===== config.mk =====
export PLATFORM = sky130hd
export DESIGN_NAME = key_mode_ctrl
export DESIGN_NICKNAME = d
export VERILOG_FILES = /design/src/rtl/led_ctrl_pkg.sv /design/src/rtl/key_debounce.sv /design/src/rtl/key_mode_ctrl.sv
export SDC_FILE = /design/constraint.sdc
export NUM_CORES = 1
export LEC_CHECK = 0
export ABC_CLOCK_PERIOD_IN_PS = 2330
export CAP_MARGIN = 15
export CORE_ASPECT_RATIO = 1.4
export CORE_MARGIN = 1.5
export CORE_UTILIZATION = 40
export CTS_CLUSTER_DIAMETER = 100
export DETAILED_ROUTE_END_ITERATION = 6
export GPL_ROUTABILITY_DRIVEN = 0
export PLACE_DENSITY = 0.53
export SETUP_SLACK_MARGIN = 0.4
export SYNTH_ARGS = -nofsm -noshare
export SYNTH_HDL_FRONTEND = slang
export SYNTH_SLANG_ARGS = --single-unit

===== constraint.sdc =====
create_clock -name clk -period 2.33 [get_ports clk]
set_input_delay 0.466 -clock clk [delete_from_list [all_inputs] [get_ports clk]]
set_output_delay 0.466 -clock clk [all_outputs]
set_load 0.05 [all_outputs]

===== src/rtl/led_ctrl_pkg.sv =====
// -----------------------------------------------------------------------------
// led_ctrl_pkg
//   Shared definitions for the board LED control path: debounce state
//   encodings, display-mode constants, default timing limits and the
//   mode-stepping helper.
//   No ports (package).
// -----------------------------------------------------------------------------
package led_ctrl_pkg;

  localparam int CNT_W = 25;

  typedef logic [CNT_W-1:0] cnt_t;
  typedef logic [1:0]       mode_t;

  typedef enum logic [1:0] {
    IDLE    = 2'd0,
    PRESS_W = 2'd1,
    PRESSED = 2'd2,
    REL_W   = 2'd3
  } deb_state_t;

  localparam mode_t MODE_BLINK    = 2'd0;
  localparam mode_t MODE_RUN      = 2'd1;
  localparam mode_t MODE_PINGPONG = 2'd2;
  localparam mode_t MODE_ALLON    = 2'd3;

  // Last count values: DEB_MAX+1 cycles = 20 ms, TICK_MAX+1 cycles = 0.5 s at 50 MHz.
  localparam cnt_t DEB_MAX_DEF  = 25'd999_999;
  localparam cnt_t TICK_MAX_DEF = 25'd24_999_999;

  // Step to the next display mode, wrapping after the last legal one.
  function automatic mode_t next_mode(input mode_t m, input int n_modes);
    return (m == mode_t'(n_modes - 1)) ? MODE_BLINK : mode_t'(m + 2'd1);
  endfunction

endpackage


===== src/rtl/key_debounce.sv =====
// -----------------------------------------------------------------------------
// key_debounce
//   Synchronises the raw active-low push button and debounces it with a
//   four-state FSM. A level change is accepted only after the synchronised
//   input has held the new level for a full DEB_MAX+1 cycle window.
// Ports
//   clk        in   system clock, rising edge
//   rst        in   synchronous active-high reset
//   key_n      in   raw button, active-low, asynchronous, bouncy
//   key_level  out  debounced level, 1 = pressed (registered)
//   key_press  out  one-cycle pulse per accepted press (registered)
// -----------------------------------------------------------------------------
module key_debounce
  import led_ctrl_pkg::*;
#(
  parameter cnt_t DEB_MAX = DEB_MAX_DEF
) (
  input  logic clk,
  input  logic rst,
  input  logic key_n,
  output logic key_level,
  output logic key_press
);

  logic       sync_p0;
  logic       sync_p1;   // key_s: synchronised button, 0 = pressed
  deb_state_t state;
  deb_state_t state_nxt;
  cnt_t       deb_cnt;
  cnt_t       deb_cnt_nxt;
  logic       press_nxt;
  logic       level_nxt;

  // ---- stage p0/p1: two-flop synchroniser, resets to "released" ----
  always_ff @(posedge clk) begin
    if (rst) begin
      sync_p0 <= 1'b1;
      sync_p1 <= 1'b1;
    end else begin
      sync_p0 <= key_n;
      sync_p1 <= sync_p0;
    end
  end

  // ---- FSM state register (outputs registered alongside state) ----
  always_ff @(posedge clk) begin
    if (rst) begin
      state     <= IDLE;
      deb_cnt   <= '0;
      key_level <= 1'b0;
      key_press <= 1'b0;
    end else begin
      state     <= state_nxt;
      deb_cnt   <= deb_cnt_nxt;
      key_level <= level_nxt;
      key_press <= press_nxt;
    end
  end

  always_comb begin
    state_nxt   = state;
    deb_cnt_nxt = deb_cnt;
    case (state)
      IDLE: begin
        if (!sync_p1) begin
          state_nxt   = PRESS_W;
          deb_cnt_nxt = '0;
        end
      end
      PRESS_W: begin
        if (sync_p1) begin
          state_nxt = IDLE;
        end else if (deb_cnt == DEB_MAX) begin
          state_nxt = PRESSED;
        end else begin
          deb_cnt_nxt = deb_cnt + 25'd1;
        end
      end
      PRESSED: begin
        if (sync_p1) begin
          state_nxt   = REL_W;
          deb_cnt_nxt = '0;
        end
      end
      REL_W: begin
        // Falling back to PRESSED is a glitch during release, not a new press.
        if (!sync_p1) begin
          state_nxt = PRESSED;
        end else if (deb_cnt == DEB_MAX) begin
          state_nxt = IDLE;
        end else begin
          deb_cnt_nxt = deb_cnt + 25'd1;
        end
      end
      default: state_nxt = IDLE;
    endcase
  end

  always_comb begin
    press_nxt = 1'b0;
    level_nxt = 1'b0;
    if ((state == PRESS_W) && !sync_p1 && (deb_cnt == DEB_MAX)) begin
      press_nxt = 1'b1;
    end
    if ((state_nxt == PRESSED) || (state_nxt == REL_W)) begin
      level_nxt = 1'b1;
    end
  end

endmodule


===== src/rtl/key_mode_ctrl.sv =====
// -----------------------------------------------------------------------------
// key_mode_ctrl
//   Upstream control stage for the LED driver: debounced button, display
//   mode register stepped on each clean press, and the periodic blink tick.
//   A mode change restarts the tick period so every new mode begins with a
//   full period.
// Ports
//   clk        in   50 MHz system clock, rising edge
//   rst        in   synchronous active-high reset
//   key_n      in   raw push button, active-low, asynchronous
//   key_level  out  debounced button level, 1 = pressed
//   key_press  out  one-cycle pulse per debounced press
//   mode       out  current display mode, 0..N_MODES-1
//   tick       out  one-cycle strobe every TICK_MAX+1 cycles
// -----------------------------------------------------------------------------
module key_mode_ctrl
  import led_ctrl_pkg::*;
#(
  parameter cnt_t DEB_MAX  = DEB_MAX_DEF,
  parameter cnt_t TICK_MAX = TICK_MAX_DEF,
  parameter int   N_MODES  = 4
) (
  input  logic       clk,
  input  logic       rst,
  input  logic       key_n,
  output logic       key_level,
  output logic       key_press,
  output logic [1:0] mode,
  output logic       tick
);

  if ((DEB_MAX < 25'd1) || (TICK_MAX < 25'd1) || (N_MODES < 2) || (N_MODES > 4)) begin : g_param_chk
    $error("key_mode_ctrl: DEB_MAX/TICK_MAX must be >= 1 and N_MODES in 2..4");
  end

  cnt_t tick_cnt;

  key_debounce #(
    .DEB_MAX (DEB_MAX)
  ) u_debounce (
    .clk       (clk),
    .rst       (rst),
    .key_n     (key_n),
    .key_level (key_level),
    .key_press (key_press)
  );

  // ---- mode register and tick divider; a press outranks a tick wrap ----
  always_ff @(posedge clk) begin
    if (rst) begin
      mode     <= MODE_BLINK;
      tick_cnt <= '0;
      tick     <= 1'b0;
    end else if (key_press) begin
      mode     <= next_mode(mode, N_MODES);
      tick_cnt <= '0;
      tick     <= 1'b0;
    end else if (tick_cnt == TICK_MAX) begin
      tick_cnt <= '0;
      tick     <= 1'b1;
    end else begin
      tick_cnt <= tick_cnt + 25'd1;
      tick     <= 1'b0;
    end
  end

endmodule


==> results of run 1 <==
per-layer routing:
layer | global-route usage [%] | share of wire [%]
met5 | 0 | 0
met4 | 6.53 | 0.52
met3 | 5.12 | 2.3
met2 | 29.8 | 53
met1 | 18.7 | 44
final timing paths:
check | to | slack, ns
hold reg to reg | u_debounce.sync_p1 | 0.41
hold / removal | u_debounce.sync_p1 | 0.41
setup / recovery | u_debounce.state[1] | 0.52
setup reg to reg | u_debounce.state[1] | 0.52
Yosys cell counts, types with 2 or more instances:
library cell  count  share of area (%)
a21o_1            2               0.56
a21oi_1          11                2.0
and3_1            6                1.4
and4_1            4                1.3
buf_2             2               0.37
buf_6             2               0.84
clkbuf_1          5               0.70
dfxtp_1          59                 44
ha_1              3                1.4
inv_1             4               0.56
nand2_1          19                2.6
nand2b_1          4               0.93
nand3_1          21                3.9
nand4_1          16                3.7
nand4b_1          2               0.65
nor2_1           53                7.4
nor3_1            3               0.56
nor4_1            8                1.9
nor4_2            3                1.4
o21ai_1           7                1.3
or2_2             3               0.70
or3_1             3               0.70
or4_1             6                1.7
xnor2_1           6                2.0
xor2_1           33                 11
sequential cells by signal, indices dropped and copies added (netlist names):
register	cells
tick	1
tick_cnt	25
mode	2
u_debounce.sync_p1	1
u_debounce.key_level	1
u_debounce.state	2
u_debounce.deb_cnt	25
u_debounce.key_press	1
u_debounce.sync_p0	1
cell type report:
type                    instances  area, µm²  share of cell area (%)
multi-input cells             230       1500                    47.4
flip-flops and latches         59       1180                    37.4
repair buffers                 20        178                    5.61
clock buffers                  13        159                    5.02
well taps                      74       92.6                    2.93
clock inverters                 2       35.0                    1.11
inverters                       4       15.0                   0.474
worst max-delay path: stages (launching register included):
cell and delay (ns):
dfxtp_1 0.38, or4b_1 0.56, nor4_2 0.16, nand4_1 0.17, buf_4 0.19, a21oi_1 0.18, nor2_1 0.06
cells by family after synthesis:
family                   after synthesis  share of synthesized area (%)
AND/OR/NAND/NOR                      161                           32.5
buffers and inverters                 14                           2.74
flip-flops                            59                           43.8
adder cells (fa/ha/maj)                3                           1.39
XOR/XNOR                              40                           13.3
multiplexers                           1                          0.372
AO/OA/AOI/OAI                         25                           5.85
power by group:
| part | internal [mW] | switching (mW) |
|---|---|---|
| logic | 0.0259 | 0.0340 |
| registers | 1.02 | 0.00821 |
| clock network | 0.546 | 0.369 |
| total | 1.59 | 0.411 |
metrics by stage:
step | hold slack (ns) | utilization [%] | instances | instance area, µm²
2_1_floorplan | 0.389 | - | 303 | 2690
3_3_place_gp | 0.392 | 43.9 | 384 | 2890
3_5_place_dp | 0.397 | 43.9 | 384 | 2890
4_1_cts | 0.412 | 47.8 | 401 | 3140
5_1_grt | 0.433 | 48.2 | 402 | 3160
6_report | 0.408 | 48.2 | 402 | 3160
repair_timing:
item / CTS / global route
resized for setup: 13 / 4
setup buffers: 2 / 1
hold buffers: 0 / 0
setup endpoints to repair: 42 / 38
pin swaps: 2 / 3
gates cloned: 0 / 0
==> flow_summary_export.csv, run 1 <==
group,metric,value,unit
logic_synthesis,synth_cell_types,43,
grt,grt_pass1_wl,9430,µm
detailed_routing,dr.pass1.iters,4,
finish,n_antenna_cell,0,
floorplanning,dieArea,7240,µm²
cts,cts.sinks,59,
cts,clockBufferDepth,2,
detailed_routing,routedWlPerCell,14.0,µm
detailed_routing,detail-route-antenna-nets,0,
sta,maxSlewHeadroom,66.7,%
detailed_routing,drcViolationCount,0,
status,status,"finished, final reports clean",
grt,grt_max_degree,26,
grt,grt_pass1_vias,2052,
critical_path,cp.arrival,2.02,ns
critical_path,startpoint,"u_debounce.deb_cnt[13]",
sta,fin_skew,0.00709,ns
finish,areaGrowthSynthToFinish,17.5,%
floorplanning,core-area,6570,µm²
worst_hold_path,min_from,"u_debounce.sync_p0",
cts,clk_pin_slew,0.06,ns
worst_hold_path,hold_class,"reg2reg",
critical_path,cp.required,2.54,ns
finish,final_cell_mix,"dfxtp_1 (56), nor2_1 (53), xor2_1 (33)",
logic_synthesis,synth_edf_count,0,
critical_path,critPathMaxFanout,7,
floorplanning,initial_core_util,41.0,%
critical_path,startpoint_type,"register",
sta,tightest_slew,0.499,ns
critical_path,r2r_start,"u_debounce.deb_cnt[13]",
power_and_ir_drop,p_leak,1.13,nW
sta,setup_violations,0,
sta,timing.fmax,0.552,GHz
floorplanning,io_pins,8,
floorplanning,rows,35,
grt,grt_usage,16.9,%
power_and_ir_drop,p_total,2.00,mW
grt,grt-ovfl-total,0,
critical_path,crit_type,"reg2reg",
sta,finalMaxSlewViolations,0,
finish,nFillCells,649,
logic_synthesis,yosysSeqAreaShare,43.8,%
placement,post-place-ws,0.259,ns
sta,finalCritPeriodShare,77.7,%
logic_synthesis,synth_ff_type,"dfxtp_1",
sta,hold_violations,0,
logic_synthesis,ys_ff_latch,59,
floorplanning,dieWidth,72.4,µm
placement,dp.final_hpwl,3900,µm
finish,nets,330,
logic_synthesis,syn_area,2690,µm²
cts,cts_tree,"built",
detailed_routing,vias,2146,
grt,antenna_found_initial,0,
placement,port_buffers,7,
detailed_routing,drt_wl_total,5630,µm
flow_run,cap_violations,0,
sta,fin_setup_tns,0,ns
detailed_routing,viasPerCell,5.34,
detailed_routing,drt-initial-drc-count,74,
logic_synthesis,synth_async_sr_flop_share,0,%
floorplanning,die_y,100,µm
cts,cts-buffers-inserted,9,
power_and_ir_drop,irDropWorstVdd,0.000570,V
logic_synthesis,syn_inst,303,
finish,final_common_cell,"dfxtp_1",
logic_synthesis,ys_warn_count,0,
logic_synthesis,synth_nets,309,
cts,clock_latency,0.33,ns
cts,h-tree-depth,3,
power_and_ir_drop,power_density,632,nW/µm²
sta,grt_setup_unrepaired,"no",
sta,period_minus_slack,1.81,ns
critical_path,end_kind,"register",
cts,cts_root_buf,"clkbuf_8",
sta,fin_ws,0.518,ns
finish,drive_gt1_share,14.3,%
worst_hold_path,hold_depth,1,
logic_synthesis,avgSynthCellArea,8.89,µm²
critical_path,worstRegToRegCells,6,
Note: power is estimated with default switching activity, not from simulation.
==> run 2: changes to the inputs <==
--- a/config.mk
+++ b/config.mk
@@ -5,7 +5,7 @@
 export SDC_FILE = /design/constraint.sdc
 export NUM_CORES = 1
 export LEC_CHECK = 0
-export ABC_CLOCK_PERIOD_IN_PS = 2330
+export ABC_CLOCK_PERIOD_IN_PS = 1600
 export CAP_MARGIN = 15
 export CORE_ASPECT_RATIO = 1.4
 export CORE_MARGIN = 1.5
@@ -13,7 +13,7 @@
 export CTS_CLUSTER_DIAMETER = 100
 export DETAILED_ROUTE_END_ITERATION = 6
 export GPL_ROUTABILITY_DRIVEN = 0
-export PLACE_DENSITY = 0.53
+export PLACE_DENSITY = 0.55
 export SETUP_SLACK_MARGIN = 0.4
 export SYNTH_ARGS = -nofsm -noshare
 export SYNTH_HDL_FRONTEND = slang
==> constraint.sdc (replaced) <==
create_clock -name clk -period 1.6 [get_ports clk]
set_input_delay 0.32 -clock clk [delete_from_list [all_inputs] [get_ports clk]]
set_output_delay 0.32 -clock clk [all_outputs]
set_load 0.05 [all_outputs]
==> flow_summary_export.csv, run 2 (synthesis results as in run 1) <==
group,metric,value,unit
cts,cts-buffers-inserted,9,
finish,nets,405,
critical_path,critPathMaxFanout,7,
detailed_routing,viasPerCell,5.28,
floorplanning,die_y,100,µm
critical_path,startpoint,"tick_cnt[10]",
grt,grt_util_met3,4.52,%
floorplanning,rows,35,
critical_path,cp.required,1.83,ns
grt,grt_pass1_vias,2498,
sta,finalMaxSlewViolations,0,
detailed_routing,drcViolationCount,0,
placement,dp.final_hpwl,4450,µm
cts,h-tree-depth,3,
grt,grt-ovfl-total,0,
critical_path,path_buf_inv,2,
critical_path,startpoint_type,"register",
power_and_ir_drop,power_density,716,nW/µm²
critical_path,max_stage_delay,0.32,ns
critical_path,r2r_start,"tick_cnt[10]",
sta,fin_skew,0.00687,ns
cts,clk_pin_slew,0.07,ns
grt,grt_usage,20.2,%
sta,fin_ws,-0.130,ns
flow_run,cap_violations,0,
critical_path,critPathMostFrequentCell,"buf_12",
finish,final_cell_mix,"buf_4 (70), dfxtp_1 (35), nor2_1 (30)",
power_and_ir_drop,irDropWorstVdd,0.000517,V
grt,grt_pass1_wl,11200,µm
power_and_ir_drop,p_total,3.01,mW
cts,cts_root_buf,"clkbuf_8",
critical_path,end_kind,"register",
worst_hold_path,hold_end,"u_debounce.sync_p1",
placement,numPlacedInstances,443,
detailed_routing,detail-route-antenna-nets,0,
sta,maxSlewHeadroom,74.5,%
worst_hold_path,hold_class,"reg2reg",
detailed_routing,dr.pass1.iters,4,
finish,nFillCells,539,
grt,antenna_found_initial,0,
critical_path,reg2reg_setup_slack,-0.13,ns
sta,period_minus_slack,1.73,ns
sta,finalCritPeriodShare,108,%
sta,timing.fmax,0.578,GHz
sta,setup_violations,41,
status,violations,"negative setup slack",
detailed_routing,vias,2524,
placement,port_buffers,7,
detailed_routing,drt_wl_total,6910,µm
cts,cts.sinks,59,
finish,n_antenna_cell,0,
finish,drive_gt1_share,49.3,%
finish,areaGrowthSynthToFinish,56.2,%
detailed_routing,drt-initial-drc-count,107,
finish,instances_no_fill,478,
detailed_routing,routedWlPerCell,14.5,µm
power_and_ir_drop,p_leak,1.61,nW
floorplanning,dieWidth,72.4,µm
grt,busiest_layer,"met2",
floorplanning,core-area,6570,µm²
floorplanning,dieArea,7240,µm²
worst_hold_path,hold_depth,1,
critical_path,r2r-end,"tick_cnt[20]",
critical_path,worstRegToRegCells,7,
finish,final_common_cell,"buf_4",
critical_path,cp_slowest_cell,"dfxtp_1",
status,status,"finished with violations",
grt,grt_max_degree,17,
critical_path,cp_top_family,"simple AND/OR/NAND/NOR gates",
floorplanning,initial_core_util,41.0,%
worst_hold_path,min_from,"u_debounce.sync_p0",
finish,utilization,64.1,%
cts,clockBufferDepth,2,
finish,reg_top3,"tick_cnt (25), u_debounce.deb_cnt (25)",
sta,hold_violations,0,
sta,tightest_slew,0.379,ns
grt,gr-usage-met1,21.1,%
cts,cts_tree,"built",
sta,grt_setup_unrepaired,"yes",
cts,clock_latency,0.34,ns
finish,register_area,1220,µm²
sta,holdWs,0.417,ns
critical_path,crit_chain,"nor4_1 -> nand3b_1 -> nor4_4 -> or3_4 -> buf_12 -> buf_12 -> nor2_1",
floorplanning,io_pins,8,
placement,dpl_cell_area,3430,µm²
cts,holdBufCountCts,0,
critical_path,cp.arrival,1.96,ns
grt,grt_use_met2,36.7,%
finish,multiInputGateArea,1800,µm²
finish,design_area,4210,µm²
critical_path,crit_type,"reg2reg",
run 2: changes by cell type in the layout (fill, tap and decap cells not counted), sizes merged, moves of 3 or more:
cell,before,now
clkbuf,13,9
dlygate4sd2,4,0
buf,13,92
inv,4,7
run 2: worst max-delay path by stage:
stage / endpoint / slack, ns / depth (start not counted)
floorplan: u_debounce.deb_cnt[10] / -0.04 / 5
finish: tick_cnt[20] / -0.13 / 7
global route: tick_cnt[20] / -0.21 / 7
detailed placement: u_debounce.deb_cnt[10] / -0.25 / 5
global placement: u_debounce.deb_cnt[10] / -0.24 / 5
CTS: u_debounce.key_level / -0.12 / 6
run 2: metrics by stage:
stage	setup slack [ns]	TNS (ns)
6_report	-0.130	-3.54
3_5_place_dp	-0.253	-2.79
4_1_cts	-0.124	-3.09
3_3_place_gp	-0.243	-2.02
5_1_grt	-0.210	-7.77
2_1_floorplan	-0.0377	-0.0904
run 2: per-layer routing:
layer  wire (µm)  up-vias
li1            -     1263
met1        2690     1197
met4         268        0
met5           0        -
met3         197       21
met2        3750       43
run 2: timing repair:
item | 4_1_cts | 5_1_grt
cloned | 4 | 0
setup buffers | 12 | 3
endpoints found under the hold margin | 0 | 0
setup endpoints to repair | 58 | 57
pin swaps | 24 | 23
gates resized for setup | 48 | 46
run 2: final cells by class:
type	count	share of cell area, %
Clock buffer	9	2.94
Multi-Input combinational cell	231	42.8
Sequential cell	59	29.0
Clock inverter	7	1.78
Tap cell	74	2.20
Inverter	4	0.357
Timing Repair Buffer	94	20.9
run 2: where the power goes:
part,total [mW],internal [mW],switching [mW],leakage [nW]
Combinational,0.165,0.0859,0.0788,1.02
Clock,1.37,0.729,0.636,0.101
Sequential,1.48,1.47,0.0100,0.489
Total,3.01,2.29,0.725,1.61
run 2: worst register-to-register path, delay by kind of cell (launching register included):
family	cells	cell delay [ns]
buf+inv	2	0.25
flops	1	0.32
simple gates	5	1.05
